## config.mk

```make
export PLATFORM = sky130hd
export DESIGN_NAME = hazard_ctrl_flat
export DESIGN_NICKNAME = d
export VERILOG_FILES = /design/src/rtl/hazard_ctrl_if.sv /design/src/rtl/hazard_ctrl.sv /design/src/flat_wrapper.sv
export SDC_FILE = /design/constraint.sdc
export NUM_CORES = 1
export LEC_CHECK = 0
export CORE_UTILIZATION = 40
export CTS_CLUSTER_SIZE = 25
export DETAILED_ROUTE_END_ITERATION = 12
export GPL_TIMING_DRIVEN = 1
export PLACE_DENSITY = 0.82
export SLEW_MARGIN = 30
export SYNTH_ARGS = -nofsm -noshare
export SYNTH_HDL_FRONTEND = slang
export SYNTH_SLANG_ARGS = --single-unit
```

## constraint.sdc

```tcl
create_clock -name clk -period 5.15 [get_ports clk]
set_clock_uncertainty 0.15 [all_clocks]
set_input_delay 0.7725 -clock clk [delete_from_list [all_inputs] [get_ports clk]]
set_output_delay 0.7725 -clock clk [all_outputs]
set_load 0.02 [all_outputs]
```

## src/rtl/hazard_ctrl_if.sv

```systemverilog
// Pipeline-side signal bundle for hazard_ctrl: decode/execute operands,
// memory handshake, and the stage enable/flush controls it returns.
interface hazard_ctrl_if #(
   parameter int REGW = 4
);
   logic [REGW-1:0] id_rs1;
   logic [REGW-1:0] id_rs2;
   logic            id_uses_rs2;
   logic [REGW-1:0] ex_rd;
   logic            ex_memread;
   logic            pc_select;
   logic            mem_req;
   logic            mem_ready;
   logic            pc_en;
   logic            ifid_en;
   logic            ifid_flush;
   logic            idex_en;
   logic            idex_flush;
   logic            exmem_en;
   logic            busy;
   logic            mem_timeout;
   logic [15:0]     stall_cnt;
   logic [15:0]     flush_cnt;

   modport master (
      output id_rs1, id_rs2, id_uses_rs2, ex_rd, ex_memread,
             pc_select, mem_req, mem_ready,
      input  pc_en, ifid_en, ifid_flush, idex_en, idex_flush, exmem_en,
             busy, mem_timeout, stall_cnt, flush_cnt
   );

   modport slave (
      input  id_rs1, id_rs2, id_uses_rs2, ex_rd, ex_memread,
             pc_select, mem_req, mem_ready,
      output pc_en, ifid_en, ifid_flush, idex_en, idex_flush, exmem_en,
             busy, mem_timeout, stall_cnt, flush_cnt
   );
endinterface

```

## src/rtl/hazard_ctrl.sv

```systemverilog
// Hazard/sequencing controller for the 5-stage core: load-use bubble, branch
// squash, memory-wait freeze with timeout. HAZARD_STATS_EN builds the stall/flush counters.
module hazard_ctrl #(
   parameter int REGW         = 4,
   parameter int FLUSH_CYCLES = 2,
   parameter int MEM_TIMEOUT  = 64,
   parameter int PC_REG       = 15
) (
   input logic          clk,
   input logic          reset,
   hazard_ctrl_if.slave hif
);
   // state      | meaning
   // S_RUN      | normal flow; only single-cycle load-use bubbles
   // S_MEM_WAIT | pipeline frozen until mem_ready or timeout
   // S_FLUSH    | IF/ID squashed for remaining post-branch cycles

   localparam int FW = $clog2(FLUSH_CYCLES + 1);
   localparam int WW = $clog2(MEM_TIMEOUT);
   localparam logic [REGW-1:0] PC_IDX = REGW'(PC_REG);
   localparam logic [FW-1:0]   F_LOAD = FW'(FLUSH_CYCLES - 1);
   localparam logic [WW-1:0]   W_LOAD = WW'(MEM_TIMEOUT - 1);

   typedef enum logic [1:0] {S_RUN, S_MEM_WAIT, S_FLUSH} state_t;

   state_t        state, state_nxt;
   logic [FW-1:0] fcnt, fcnt_nxt;
   logic [WW-1:0] wrem, wrem_nxt;
   logic          busy_q, timeout_q;
   logic          timeout_set, branch_taken, take_branch;
   logic          lu_hazard, mem_stall;
   logic          pc_en, ifid_en, ifid_flush, idex_en, idex_flush, exmem_en;

   assign lu_hazard = hif.ex_memread && (hif.ex_rd != PC_IDX) &&
                      ((hif.ex_rd == hif.id_rs1) ||
                       (hif.id_uses_rs2 && (hif.ex_rd == hif.id_rs2)));
   assign mem_stall = hif.mem_req && !hif.mem_ready;

   always_comb begin
      state_nxt    = state;
      fcnt_nxt     = fcnt;
      wrem_nxt     = wrem;
      timeout_set  = 1'b0;
      take_branch  = 1'b0;
      branch_taken = 1'b0;
      pc_en        = 1'b1;
      ifid_en      = 1'b1;
      ifid_flush   = 1'b0;
      idex_en      = 1'b1;
      idex_flush   = 1'b0;
      exmem_en     = 1'b1;
      if (!reset) begin
         case (state)
            S_RUN, S_FLUSH: begin
               if (hif.pc_select) begin
                  take_branch = 1'b1;
               end else if (mem_stall) begin
                  {pc_en, ifid_en, idex_en, exmem_en} = 4'b0000;
                  state_nxt = S_MEM_WAIT;
                  wrem_nxt  = W_LOAD;
               end else begin
                  if (lu_hazard) begin
                     pc_en      = 1'b0;
                     ifid_en    = 1'b0;
                     idex_flush = 1'b1;
                  end
                  if (state == S_FLUSH) begin
                     ifid_flush = 1'b1;
                     fcnt_nxt   = fcnt - FW'(1);
                     if (fcnt == FW'(1))
                        state_nxt = S_RUN;
                  end
               end
            end
            S_MEM_WAIT: begin
               // terminal count doubles as a forced release
               if (hif.mem_ready || (wrem == '0)) begin
                  timeout_set = !hif.mem_ready;
                  state_nxt   = S_RUN;
                  take_branch = hif.pc_select;
               end else begin
                  {pc_en, ifid_en, idex_en, exmem_en} = 4'b0000;
                  wrem_nxt = wrem - WW'(1);
               end
            end
            default: state_nxt = S_RUN;
         endcase

         if (take_branch) begin
            branch_taken = 1'b1;
            ifid_flush   = 1'b1;
            idex_flush   = 1'b1;
            if (FLUSH_CYCLES > 1) begin
               state_nxt = S_FLUSH;
               fcnt_nxt  = F_LOAD;
            end else begin
               state_nxt = S_RUN;
            end
         end
      end
   end

   always_ff @(posedge clk) begin
      if (reset) begin
         state     <= S_RUN;
         fcnt      <= '0;
         wrem      <= '0;
         busy_q    <= 1'b0;
         timeout_q <= 1'b0;
      end else begin
         state     <= state_nxt;
         fcnt      <= fcnt_nxt;
         wrem      <= wrem_nxt;
         busy_q    <= (state_nxt != S_RUN);
         timeout_q <= timeout_q | timeout_set;
      end
   end

   assign hif.pc_en       = pc_en;
   assign hif.ifid_en     = ifid_en;
   assign hif.ifid_flush  = ifid_flush;
   assign hif.idex_en     = idex_en;
   assign hif.idex_flush  = idex_flush;
   assign hif.exmem_en    = exmem_en;
   assign hif.busy        = busy_q;
   assign hif.mem_timeout = timeout_q;

`ifdef HAZARD_STATS_EN
   logic [15:0] stall_q, flush_q;

   always_ff @(posedge clk) begin
      if (reset) begin
         stall_q <= '0;
         flush_q <= '0;
      end else begin
         if (!pc_en && (stall_q != 16'hFFFF))
            stall_q <= stall_q + 16'd1;
         if (branch_taken && (flush_q != 16'hFFFF))
            flush_q <= flush_q + 16'd1;
      end
   end

   assign hif.stall_cnt = stall_q;
   assign hif.flush_cnt = flush_q;
`else
   assign hif.stall_cnt = '0;
   assign hif.flush_cnt = '0;
`endif
endmodule

```

## src/flat_wrapper.sv

```systemverilog
// flat-port wrapper written by rule: the top's interface ports become plain ports
module hazard_ctrl_flat 
#(
   parameter int REGW         = 4,
   parameter int FLUSH_CYCLES = 2,
   parameter int MEM_TIMEOUT  = 64,
   parameter int PC_REG       = 15
)
  (clk, reset, hif_id_rs1, hif_id_rs2, hif_id_uses_rs2, hif_ex_rd, hif_ex_memread, hif_pc_select, hif_mem_req, hif_mem_ready, hif_pc_en, hif_ifid_en, hif_ifid_flush, hif_idex_en, hif_idex_flush, hif_exmem_en, hif_busy, hif_mem_timeout, hif_stall_cnt, hif_flush_cnt);
  hazard_ctrl_if #(.REGW(REGW)) hif_i ();
  input logic clk;
  input logic reset;
  input wire logic [$bits(hif_i.id_rs1)-1:0] hif_id_rs1;
  input wire logic [$bits(hif_i.id_rs2)-1:0] hif_id_rs2;
  input wire logic [$bits(hif_i.id_uses_rs2)-1:0] hif_id_uses_rs2;
  input wire logic [$bits(hif_i.ex_rd)-1:0] hif_ex_rd;
  input wire logic [$bits(hif_i.ex_memread)-1:0] hif_ex_memread;
  input wire logic [$bits(hif_i.pc_select)-1:0] hif_pc_select;
  input wire logic [$bits(hif_i.mem_req)-1:0] hif_mem_req;
  input wire logic [$bits(hif_i.mem_ready)-1:0] hif_mem_ready;
  output wire logic [$bits(hif_i.pc_en)-1:0] hif_pc_en;
  output wire logic [$bits(hif_i.ifid_en)-1:0] hif_ifid_en;
  output wire logic [$bits(hif_i.ifid_flush)-1:0] hif_ifid_flush;
  output wire logic [$bits(hif_i.idex_en)-1:0] hif_idex_en;
  output wire logic [$bits(hif_i.idex_flush)-1:0] hif_idex_flush;
  output wire logic [$bits(hif_i.exmem_en)-1:0] hif_exmem_en;
  output wire logic [$bits(hif_i.busy)-1:0] hif_busy;
  output wire logic [$bits(hif_i.mem_timeout)-1:0] hif_mem_timeout;
  output wire logic [$bits(hif_i.stall_cnt)-1:0] hif_stall_cnt;
  output wire logic [$bits(hif_i.flush_cnt)-1:0] hif_flush_cnt;
  assign hif_i.id_rs1 = hif_id_rs1;
  assign hif_i.id_rs2 = hif_id_rs2;
  assign hif_i.id_uses_rs2 = hif_id_uses_rs2;
  assign hif_i.ex_rd = hif_ex_rd;
  assign hif_i.ex_memread = hif_ex_memread;
  assign hif_i.pc_select = hif_pc_select;
  assign hif_i.mem_req = hif_mem_req;
  assign hif_i.mem_ready = hif_mem_ready;
  assign hif_pc_en = hif_i.pc_en;
  assign hif_ifid_en = hif_i.ifid_en;
  assign hif_ifid_flush = hif_i.ifid_flush;
  assign hif_idex_en = hif_i.idex_en;
  assign hif_idex_flush = hif_i.idex_flush;
  assign hif_exmem_en = hif_i.exmem_en;
  assign hif_busy = hif_i.busy;
  assign hif_mem_timeout = hif_i.mem_timeout;
  assign hif_stall_cnt = hif_i.stall_cnt;
  assign hif_flush_cnt = hif_i.flush_cnt;
  hazard_ctrl #(.REGW(REGW), .FLUSH_CYCLES(FLUSH_CYCLES), .MEM_TIMEOUT(MEM_TIMEOUT), .PC_REG(PC_REG)) u_core (.clk(clk), .reset(reset), .hif(hif_i));
endmodule
```

==> impl_metrics.yaml, run 1 <==
detailed_routing:
  routed_wl_um: 2250
  ant_nets: 0
  drc: 0
  wl_per_cell_um: 11.9
  num_vias: 932
  routed_via_density: 4.96
  drt-initial-drc-count: 23
  dr.pass1.iters: 4
clock_network:
  cts_root_buf: "clkbuf_4"
  cts.hold.buffers_added: 0
  cts_tree: "done"
  cts_buffers: 3
  max-clock-path-buffers: 2
  post_cts_buffers: 0
  clk_pin_slew_worst_paths_ns: 0.07
  htree_levels: 1
  clkSinkCount: 12
  clk_latency_ns: 0.28
  post_cts_resized: 0
floorplanning:
  core-area_sq_um: 2520
  die_w_um: 54.3
  top_level_ports: 59
  initial_core_util: 0.434
  dieHeight_um: 54.3
  rows: 18
  dieArea_sq_um: 2950
pwr:
  cellLeakagePower_nw: 0.490
  internal-power_w: 0.000181
  powerDensity_nw_per_um2: 218
  power_frac_comb: 0.341
  pwr-share-clk: 0.277
  p_switching_w: 0.0000971
  vdd_drop_max_uv: 96.0
  pwr-share-seq: 0.382
  netSwitchingFraction: 0.350
logic_synthesis:
  synth_compound_area_frac: 0.154
  synth_area_sq_um: 1090
  synth-main-ff-cell: "dfxtp_1"
  synth_area_per_cell_sq_um: 8.22
  synthSimpleGateAreaFrac: 0.248
  seq_area_frac_synth: 0.220
  synth_mux_area_frac: 0.0195
  synth_cell_type_count: 43
  async_flop_share: 0
  synth_xor_area_frac: 0.0641
  yosys_warnings: 0
  synth_seq_cells: 12
  synthCells: 133
  synth_fa_ha_area_frac: 0.0229
  synth_top_family_by_area: "buffers and inverters"
  synth_edf_count: 0
worst_setup_path:
  startpoint_type: "input pin"
  cp_common_cell: "clkdlybuf4s50_1"
  critical-path-top-delay-family: "buffers and inverters"
  critPathMaxStageDelay_ns: 0.54
  critPathRequiredTime_ns: 4.23
  criticalPathCategory: "input pin to primary output"
  critPathMaxFanout: 5
  crit_chain: "clkdlybuf4s50_1, nor3b_4, a21boi_2, o21ai_1, a21o_1, clkdlybuf4s50_1"
  cp.arrival_ns: 2.79
  cp_num_buf_inv: 2
  endpoint_kind: "primary output"
  critPathSlowestCell: "clkdlybuf4s50_1"
placement:
  numPortBuffers: 26
  dp_hpwl_um: 1740
  routabilityCongestion: 0.903
  place_inst: 184
final_layout:
  drive_above_1_share: 0.0823
  final_nets: 180
  final.fill_count: 244
  syn_to_final_growth_pct: 16.5
  n_antenna_cell: 0
  fin_cells: 188
timing:
  slew_viol_final: 0
  fmax_ghz: 0.270
  rsz0062_at_grt: "no"
  finalCritPeriodShare: 0.720
  relSlewSlack: 0.537
  hold_viol: 0
  setup_viol: 0
  setup_tns_ns: 0
  fin_crit_ns: 3.71
  worst_slew_pin_slew_ns: 0.692
grt:
  antenna_found_initial: 0
  grt_overflow: 0
  grtUsageTotal: 0.168
  grt_pass1_wl_um: 3480
  grt_start_max_net_pins: 14
  grt_pass1_vias: 819
run:
  cap_violations: 0
outcome:
  outcome: "complete, no violations"
hold_path:
  hp-class: "flop to flop"
cells by family after synthesis:
kind of cell | Yosys count
DFF | 12
buffers and inverters | 42
other | 1
AOI/OAI and AO/OA | 23
xor gates and xnor gates | 8
adders and majority gates | 2
muxes | 2
and+or+nand+nor | 43
sequential cells by signal, indices dropped and copies added, names as in the netlist:
signal,cells
u_core.wrem,6
u_core.fcnt,2
u_core.state,2
u_core.hif.busy,1
u_core.hif.mem_timeout,1
per-stage QoR:
stage	hold slack [ns]	power [W]	util	area [sq um]	setup WS (ns)
finish	0.332	0.000278	0.505	1270	1.44
CTS	0.339	0.000278	0.505	1270	1.43
floorplan	0.298	0.000190	-	1210	2.44
global placement	0.310	0.000199	0.491	1240	1.55
detailed placement	0.321	0.000202	0.491	1240	1.45
global route	0.376	0.000294	0.505	1270	1.31
cells in the final DEF, fill, tap and decap left out, types with 2 or more instances in the layout:
cell type         n
conb_1           32
clkdlybuf4s50_1  26
dfxtp_1          12
nor2_1           10
xnor2_1           8
inv_1             6
o21ai_1           4
nand4_1           4
nand2_1           4
nor3b_1           4
nor3_1            3
nor4b_1           3
nor4_1            3
clkbuf_4          3
nor2b_1           2
o211ai_2          2
a21oi_1           2
nand3_1           2
o21ai_0           2
a31oi_1           2
ha_1              2
path summary, 6_finish.rpt:
| kind | end | slack [ns] | start | depth (start not counted) |
|---|---|---|---|---|
| max | hif_ifid_en | 1.44 | hif_mem_ready | 6 |
| min | u_core.hif.mem_timeout | 0.33 | u_core.hif.mem_timeout | 2 |
| max reg2reg | u_core.wrem[1] | 3.29 | u_core.state[0] | 4 |
| min reg2reg | u_core.hif.mem_timeout | 0.33 | u_core.hif.mem_timeout | 2 |
cell usage after synthesis (2+ instances only):
cell	count	area, sq um
a21oi_1	2	10.0
nand4_1	4	25.0
o211ai_2	2	25.0
buf_4	34	255
nor3_1	3	15.0
inv_1	6	22.5
nor4_1	3	18.8
nand3_1	2	10.0
nand2_1	4	15.0
o21ai_0	2	10.0
ha_1	2	25.0
dfxtp_1	12	240
a31oi_1	2	12.5
nor2b_1	2	12.5
xnor2_1	8	70.1
nor4b_1	3	26.3
nor3b_1	4	30.0
nor2_1	10	37.5
o21ai_1	4	20.0
layout make-up:
type | instances | area [sq um] | area share
inverter | 6 | 22.5 | 0.0177
tap | 30 | 37.5 | 0.0295
sequential | 12 | 240 | 0.189
multi-input combinational | 110 | 677 | 0.531
timing repair buffer | 26 | 260 | 0.204
clock buffer | 4 | 36.3 | 0.0285
power by group through the flow:
stage	Combinational (W)	Sequential (W)	Clock, W
2_1_floorplan	0.0000825	0.000107	0
3_3_place_gp	0.0000917	0.000108	0
3_5_place_dp	0.0000937	0.000108	0
4_1_cts	0.0000947	0.000106	0.0000773
5_1_grt	0.000105	0.000108	0.0000815
6_report	0.0000947	0.000106	0.0000768
metal layers:
metal	global-route usage	wire length, um
met1	0.176	834
met4	0.0855	36
met5	0	0
met2	0.309	1130
met3	0.0389	244
worst register-to-register path, cell delays in order, from the launching register on:
cell and delay, ns:
dfxtp_1 0.52, nor3b_4 0.34, a21boi_2 0.36, o21ai_1 0.12, a221oi_1 0.27
No activity file was read; power rests on OpenSTA's default activity.
==> run 2, diff against run 1 <==
--- a/config.mk
+++ b/config.mk
@@ -5,11 +5,11 @@
 export SDC_FILE = /design/constraint.sdc
 export NUM_CORES = 1
 export LEC_CHECK = 0
-export CORE_UTILIZATION = 40
+export CORE_UTILIZATION = 39
 export CTS_CLUSTER_SIZE = 25
 export DETAILED_ROUTE_END_ITERATION = 12
 export GPL_TIMING_DRIVEN = 1
-export PLACE_DENSITY = 0.82
+export PLACE_DENSITY = 0.8
 export SLEW_MARGIN = 30
 export SYNTH_ARGS = -nofsm -noshare
 export SYNTH_HDL_FRONTEND = slang
==> constraint.sdc (replaced) <==
create_clock -name clk -period 3.77 [get_ports clk]
set_clock_uncertainty 0.15 [all_clocks]
set_input_delay 0.5655 -clock clk [delete_from_list [all_inputs] [get_ports clk]]
set_output_delay 0.5655 -clock clk [all_outputs]
set_load 0.02 [all_outputs]
==> run 2 against run 1 <==
Compared with the run above:
- cell area increased by 1.2%
- wire length fell by 1.2%
- non-clock buffer count increased by 2
- critical path type unchanged
- hold slack got worse by 0.014 ns
- utilization shrank 0.30 points
==> impl_metrics.yaml, run 2 (synthesis results as in run 1) <==
clock_network:
  clk_pin_slew_worst_paths_ns: 0.07
  cts_tree: "done"
  cts_root_buf: "clkbuf_4"
  cts.hold.buffers_added: 0
  max-clock-path-buffers: 2
  htree_levels: 1
  post_cts_buffers: 0
  cts_buffers: 3
  clk_latency_ns: 0.27
  clkSinkCount: 12
  post_cts_resized: 0
grt:
  grt_busiest_layer: "met2"
  grt_start_max_net_pins: 14
  grt_pass1_vias: 812
  grt_overflow: 0
  grt_pass1_wl_um: 3240
  use_met1: 0.162
  grt_use_met2: 0.277
  antenna_found_initial: 0
  grtUsageTotal: 0.151
  gr-usage-met3: 0.0301
worst_setup_path:
  critPathMaxStageDelay_ns: 0.53
  criticalPathCategory: "input pin to primary output"
  cp.arrival_ns: 2.53
  critPathMaxFanout: 5
  crit_chain: "clkdlybuf4s50_1, nor3b_4, a21boi_2, o21ai_1, a21o_1, clkdlybuf4s50_1"
  cp_num_buf_inv: 2
  critPathRequiredTime_ns: 3.05
  endpoint_kind: "primary output"
  startpoint_type: "input pin"
  cp_common_cell: "clkdlybuf4s50_1"
  critPathSlowestCell: "clkdlybuf4s50_1"
  critical-path-top-delay-family: "buffers and inverters"
timing:
  fin_crit_ns: 3.25
  hold_viol: 0
  rsz0062_at_grt: "no"
  setup_tns_ns: 0
  fmax_ghz: 0.308
  hold_ws_ns: 0.317
  slew_viol_final: 0
  setup_viol: 0
  finalCritPeriodShare: 0.861
final_layout:
  final_common_cell: "conb_1"
  fin_util: 0.502
  multi_input_comb_area_sq_um: 677
  regMostFlops: "u_core.wrem"
  drive_above_1_share: 0.0938
  reg_top3: "u_core.wrem (6), u_core.fcnt (2), u_core.state (2)"
  largest_register_ffs: 6
  n_antenna_cell: 0
  final_nets: 182
  fin_cells: 190
  ff_latch_area_sq_um: 240
  final.fill_count: 262
  syn_to_final_growth_pct: 17.8
  layout_common_cells: "conb_1 (32), clkdlybuf4s50_1 (26), dfxtp_1 (12)"
placement:
  numPortBuffers: 26
  routabilityCongestion: 0.914
  dp_hpwl_um: 1760
  place_inst: 186
floorplanning:
  dieHeight_um: 55.0
  die_w_um: 55.0
  top_level_ports: 59
  rows: 18
  core-area_sq_um: 2570
  dieArea_sq_um: 3020
  initial_core_util: 0.426
hold_path:
  hp-class: "flop to flop"
detailed_routing:
  ant_nets: 0
  dr.pass1.iters: 4
  routed_wl_um: 2220
  routed_via_density: 4.96
  wl_per_cell_um: 11.7
  num_vias: 943
  drc: 0
  drt-initial-drc-count: 18
pwr:
  cellLeakagePower_nw: 0.500
  powerDensity_nw_per_um2: 293
  vdd_drop_max_uv: 148
run:
  cap_violations: 0
outcome:
  outcome: "complete, no violations"
[run 2: cell count changes in the layout (fill, tap and decap cells not counted), sizes merged]
cell,delta
buf,+2
[run 2: cell type report]
type,count,area share
sequential,12,0.186
clock buffer,4,0.0282
inverter,6,0.0175
timing repair buffer,28,0.214
tap,30,0.0291
multi-input combinational,110,0.525
[run 2: final timing paths]
check | to | start | slack [ns] | cells after the start
min reg2reg | u_core.hif.mem_timeout | u_core.hif.mem_timeout | 0.32 | 2
max | hif_pc_en | hif_mem_ready | 0.52 | 6
min | u_core.hif.mem_timeout | u_core.hif.mem_timeout | 0.32 | 2
max reg2reg | u_core.wrem[4] | u_core.state[0] | 1.96 | 4
[run 2: power by group]
part / switching, W / internal, W / leakage, nW
logic: 0.0000763 / 0.0000540 / 0.380
clock network: 0.0000428 / 0.0000587 / 0.0210
registers: 0.0000102 / 0.000135 / 0.0986
[run 2: worst reg2reg max path, delay by kind of cell, from the launching register on]
kind,cells,cell delay [ns]
AOI/OAI and AO/OA,2,0.35
DFF,1,0.53
and+or+nand+nor,2,0.70
[run 2: metal layers]
metal,vias to the layer above,share of wire
li1,460,-
met1,428,0.39
met2,49,0.48
met3,6,0.10
met4,0,0.022
met5,-,0
[run 2: through the flow]
step | instance area, sq um | power (W) | setup slack [ns]
after global placement | 1250 | 0.000274 | 0.593
after global routing | 1290 | 0.000401 | 0.379
after CTS | 1290 | 0.000381 | 0.512
final | 1290 | 0.000377 | 0.525
after floorplan | 1210 | 0.000259 | 1.47
after detailed placement | 1250 | 0.000277 | 0.541
==> run 3, diff against run 2 <==
--- a/config.mk
+++ b/config.mk
@@ -5,11 +5,14 @@
 export SDC_FILE = /design/constraint.sdc
 export NUM_CORES = 1
 export LEC_CHECK = 0
-export CORE_UTILIZATION = 39
+export ABC_AREA = 1
+export CORE_ASPECT_RATIO = 1.2
+export CORE_MARGIN = 2
+export CORE_UTILIZATION = 40
 export CTS_CLUSTER_SIZE = 25
 export DETAILED_ROUTE_END_ITERATION = 12
 export GPL_TIMING_DRIVEN = 1
-export PLACE_DENSITY = 0.8
+export PLACE_DENSITY = 0.81
 export SLEW_MARGIN = 30
 export SYNTH_ARGS = -nofsm -noshare
 export SYNTH_HDL_FRONTEND = slang
==> run 3 against run 2 <==
Compared with the run above:
- power shrank 3.4%
- sequential cell count is the same
- die area grew 9.7%
- count of clock-buffer cells in the layout shrank 1
- worst setup slack gained 0.15 ns
- cell count grew 26%
- critical path type unchanged
- largest cell class unchanged
==> impl_metrics.yaml, run 3 <==
outcome:
  outcome: "complete, no violations"
clock_network:
  post_cts_resized: 0
  cts_buffers: 3
  max-clock-path-buffers: 2
  cts_root_buf: "clkbuf_4"
  cts_tree: "done"
  cts.hold.buffers_added: 0
  htree_levels: 1
  clk_latency_ns: 0.28
  post_cts_buffers: 0
  clkSinkCount: 12
  clk_pin_slew_worst_paths_ns: 0.07
final_layout:
  final_common_cell: "nand2_1"
  fin_util: 0.482
  layout_common_cells: "nand2_1 (39), conb_1 (32), clkdlybuf4s50_1 (26)"
  reg_top3: "u_core.wrem (6), u_core.fcnt (2), u_core.state (2)"
  largest_register_ffs: 6
  drive_above_1_share: 0.0829
  syn_to_final_growth_pct: 15.9
  ff_latch_area_sq_um: 240
  multi_input_comb_area_sq_um: 664
  final.fill_count: 311
  final_nets: 228
  n_antenna_cell: 0
  regMostFlops: "u_core.wrem"
grt:
  grt_overflow: 0
  grtUsageTotal: 0.141
  grt_pass1_vias: 931
  grt_pass1_wl_um: 3640
  antenna_found_initial: 0
  grt_start_max_net_pins: 13
detailed_routing:
  dr.pass1.iters: 4
  routed_via_density: 4.43
  drc: 0
  ant_nets: 0
  wl_per_cell_um: 9.35
  routed_wl_um: 2240
  num_vias: 1058
  drt-initial-drc-count: 18
worst_setup_path:
  r2r-end: "u_core.fcnt[0]"
  r2r_setup_slack_ns: 2.04
  startpoint: "hif_pc_select"
  worst-path-stages: 8
  crit_path_end: "hif_idex_en"
  critPathMaxStageDelay_ns: 0.62
  reg2reg_depth: 8
  critPathRequiredTime_ns: 3.05
  r2r-start: "u_core.wrem[0]"
  critical-path-top-delay-family: "buffers and inverters"
  criticalPathCategory: "input pin to primary output"
  cp_num_buf_inv: 4
  cp.arrival_ns: 2.38
  crit_chain: "clkdlybuf4s50_1, inv_1, nor2_1, nor3_4, nand2_4, clkinv_4, nand2_1, clkdlybuf4s50_1"
  cp_common_cell: "clkdlybuf4s50_1"
  startpoint_type: "input pin"
  critPathMaxFanout: 9
  critPathSlowestCell: "clkdlybuf4s50_1"
  endpoint_kind: "primary output"
floorplanning:
  initial_core_util: 0.415
  die_w_um: 52.9
  dieArea_sq_um: 3310
  rows: 21
  core-area_sq_um: 2760
  top_level_ports: 59
  dieHeight_um: 62.6
pwr:
  total_power_w: 0.000364
  pwr-share-seq: 0.392
  vdd_drop_max_uv: 234
  pwr-share-clk: 0.218
  p_switching_w: 0.000139
  power_frac_comb: 0.390
  powerDensity_nw_per_um2: 274
  internal-power_w: 0.000225
  cellLeakagePower_nw: 0.654
  netSwitchingFraction: 0.381
placement:
  numPortBuffers: 26
  dp_hpwl_um: 1790
  routabilityCongestion: 0.835
logic_synthesis:
  seq_area_frac_synth: 0.210
  synth-main-ff-cell: "dfxtp_1"
  synthTopCellsByArea: "buf_4 (22%), dfxtp_1 (21%), nand2_1 (13%), inv_1 (7.5%), nand3_1 (6.1%)"
  yosys_warnings: 0
  post-synth-top-area-cell: "buf_4"
  synth_cell_type_count: 28
  synth_area_per_cell_sq_um: 6.37
  async_flop_share: 0
  synth_most_common_cell: "nand2_1"
  synthCells: 180
  synth_common_cells: "nand2_1 (39), buf_4 (34), inv_1 (23)"
  synth_seq_cells: 12
  synth_top_area_share: 0.223
  synth_area_sq_um: 1150
  synth_edf_count: 0
run:
  cap_violations: 0
timing:
  fin_crit_ns: 3.10
  slew_viol_final: 0
  hold_ws_ns: 0.312
  setup_tns_ns: 0
  finalCritPeriodShare: 0.822
  hold_viol: 0
  rsz0062_at_grt: "no"
  setup_viol: 0
  fmax_ghz: 0.323
hold_path:
  hp-class: "flop to flop"
run 3: changes by cell type in the layout (fill, tap and decap cells not counted), sizes merged, moves of 5 or more:
cell,change
a21oi,+9
nand2,+39
nor3b,-5
nor2,+8
xnor2,-7
nand3,+12
inv,+18
run 3: worst min-delay path: stages, from the launching register on:
cell     delay, ns
dfxtp_1       0.31
nand2_1       0.06
a21oi_1       0.05
run 3: cell families after synthesis:
kind of cell	synth area share
simple gates	0.350
compound gates	0.0797
other cells	0.00327
xor+xnor	0.0229
buf+inv	0.312
fa+ha+maj	0.0218
flops	0.210
run 3: area by class of cell:
| type | count | share of cell area |
|---|---|---|
| timing repair buffer | 26 | 0.196 |
| inverter | 25 | 0.0744 |
| multi-input combinational | 139 | 0.500 |
| clock buffer | 3 | 0.0169 |
| sequential | 12 | 0.181 |
| tap | 34 | 0.0320 |
run 3: worst min path at each step:
stage | startpoint | to | slack (ns) | cells past startpoint
floorplan | u_core.fcnt[1] | u_core.fcnt[1] | 0.29 | 2
global placement | u_core.fcnt[1] | u_core.fcnt[1] | 0.30 | 2
detailed placement | u_core.fcnt[1] | u_core.fcnt[1] | 0.30 | 2
CTS | u_core.fcnt[1] | u_core.fcnt[1] | 0.31 | 2
global route | u_core.fcnt[1] | u_core.fcnt[1] | 0.36 | 2
finish | u_core.fcnt[1] | u_core.fcnt[1] | 0.31 | 2
run 3: metal layers:
layer  track usage  share of wire
met1         0.163           0.40
met2         0.242           0.47
met3        0.0191          0.098
met4        0.0769          0.027
met5             0              0
run 3: power groups by stage:
stage           clock, W  sequential [W]  combinational (W)
6_report       0.0000795        0.000143           0.000142
3_3_place_gp           0        0.000145           0.000140
2_1_floorplan          0        0.000145           0.000125
5_1_grt        0.0000868        0.000144           0.000158
4_1_cts        0.0000789        0.000143           0.000142
3_5_place_dp           0        0.000146           0.000141
run 3: through the flow:
stage / area, sq um / instances / setup WS (ns)
after detailed placement: 1310 / 236 / 0.654
after floorplan: 1260 / 211 / 1.53
after CTS: 1330 / 239 / 0.650
final: 1330 / 239 / 0.671
after global routing: 1330 / 239 / 0.505
after global placement: 1310 / 236 / 0.687
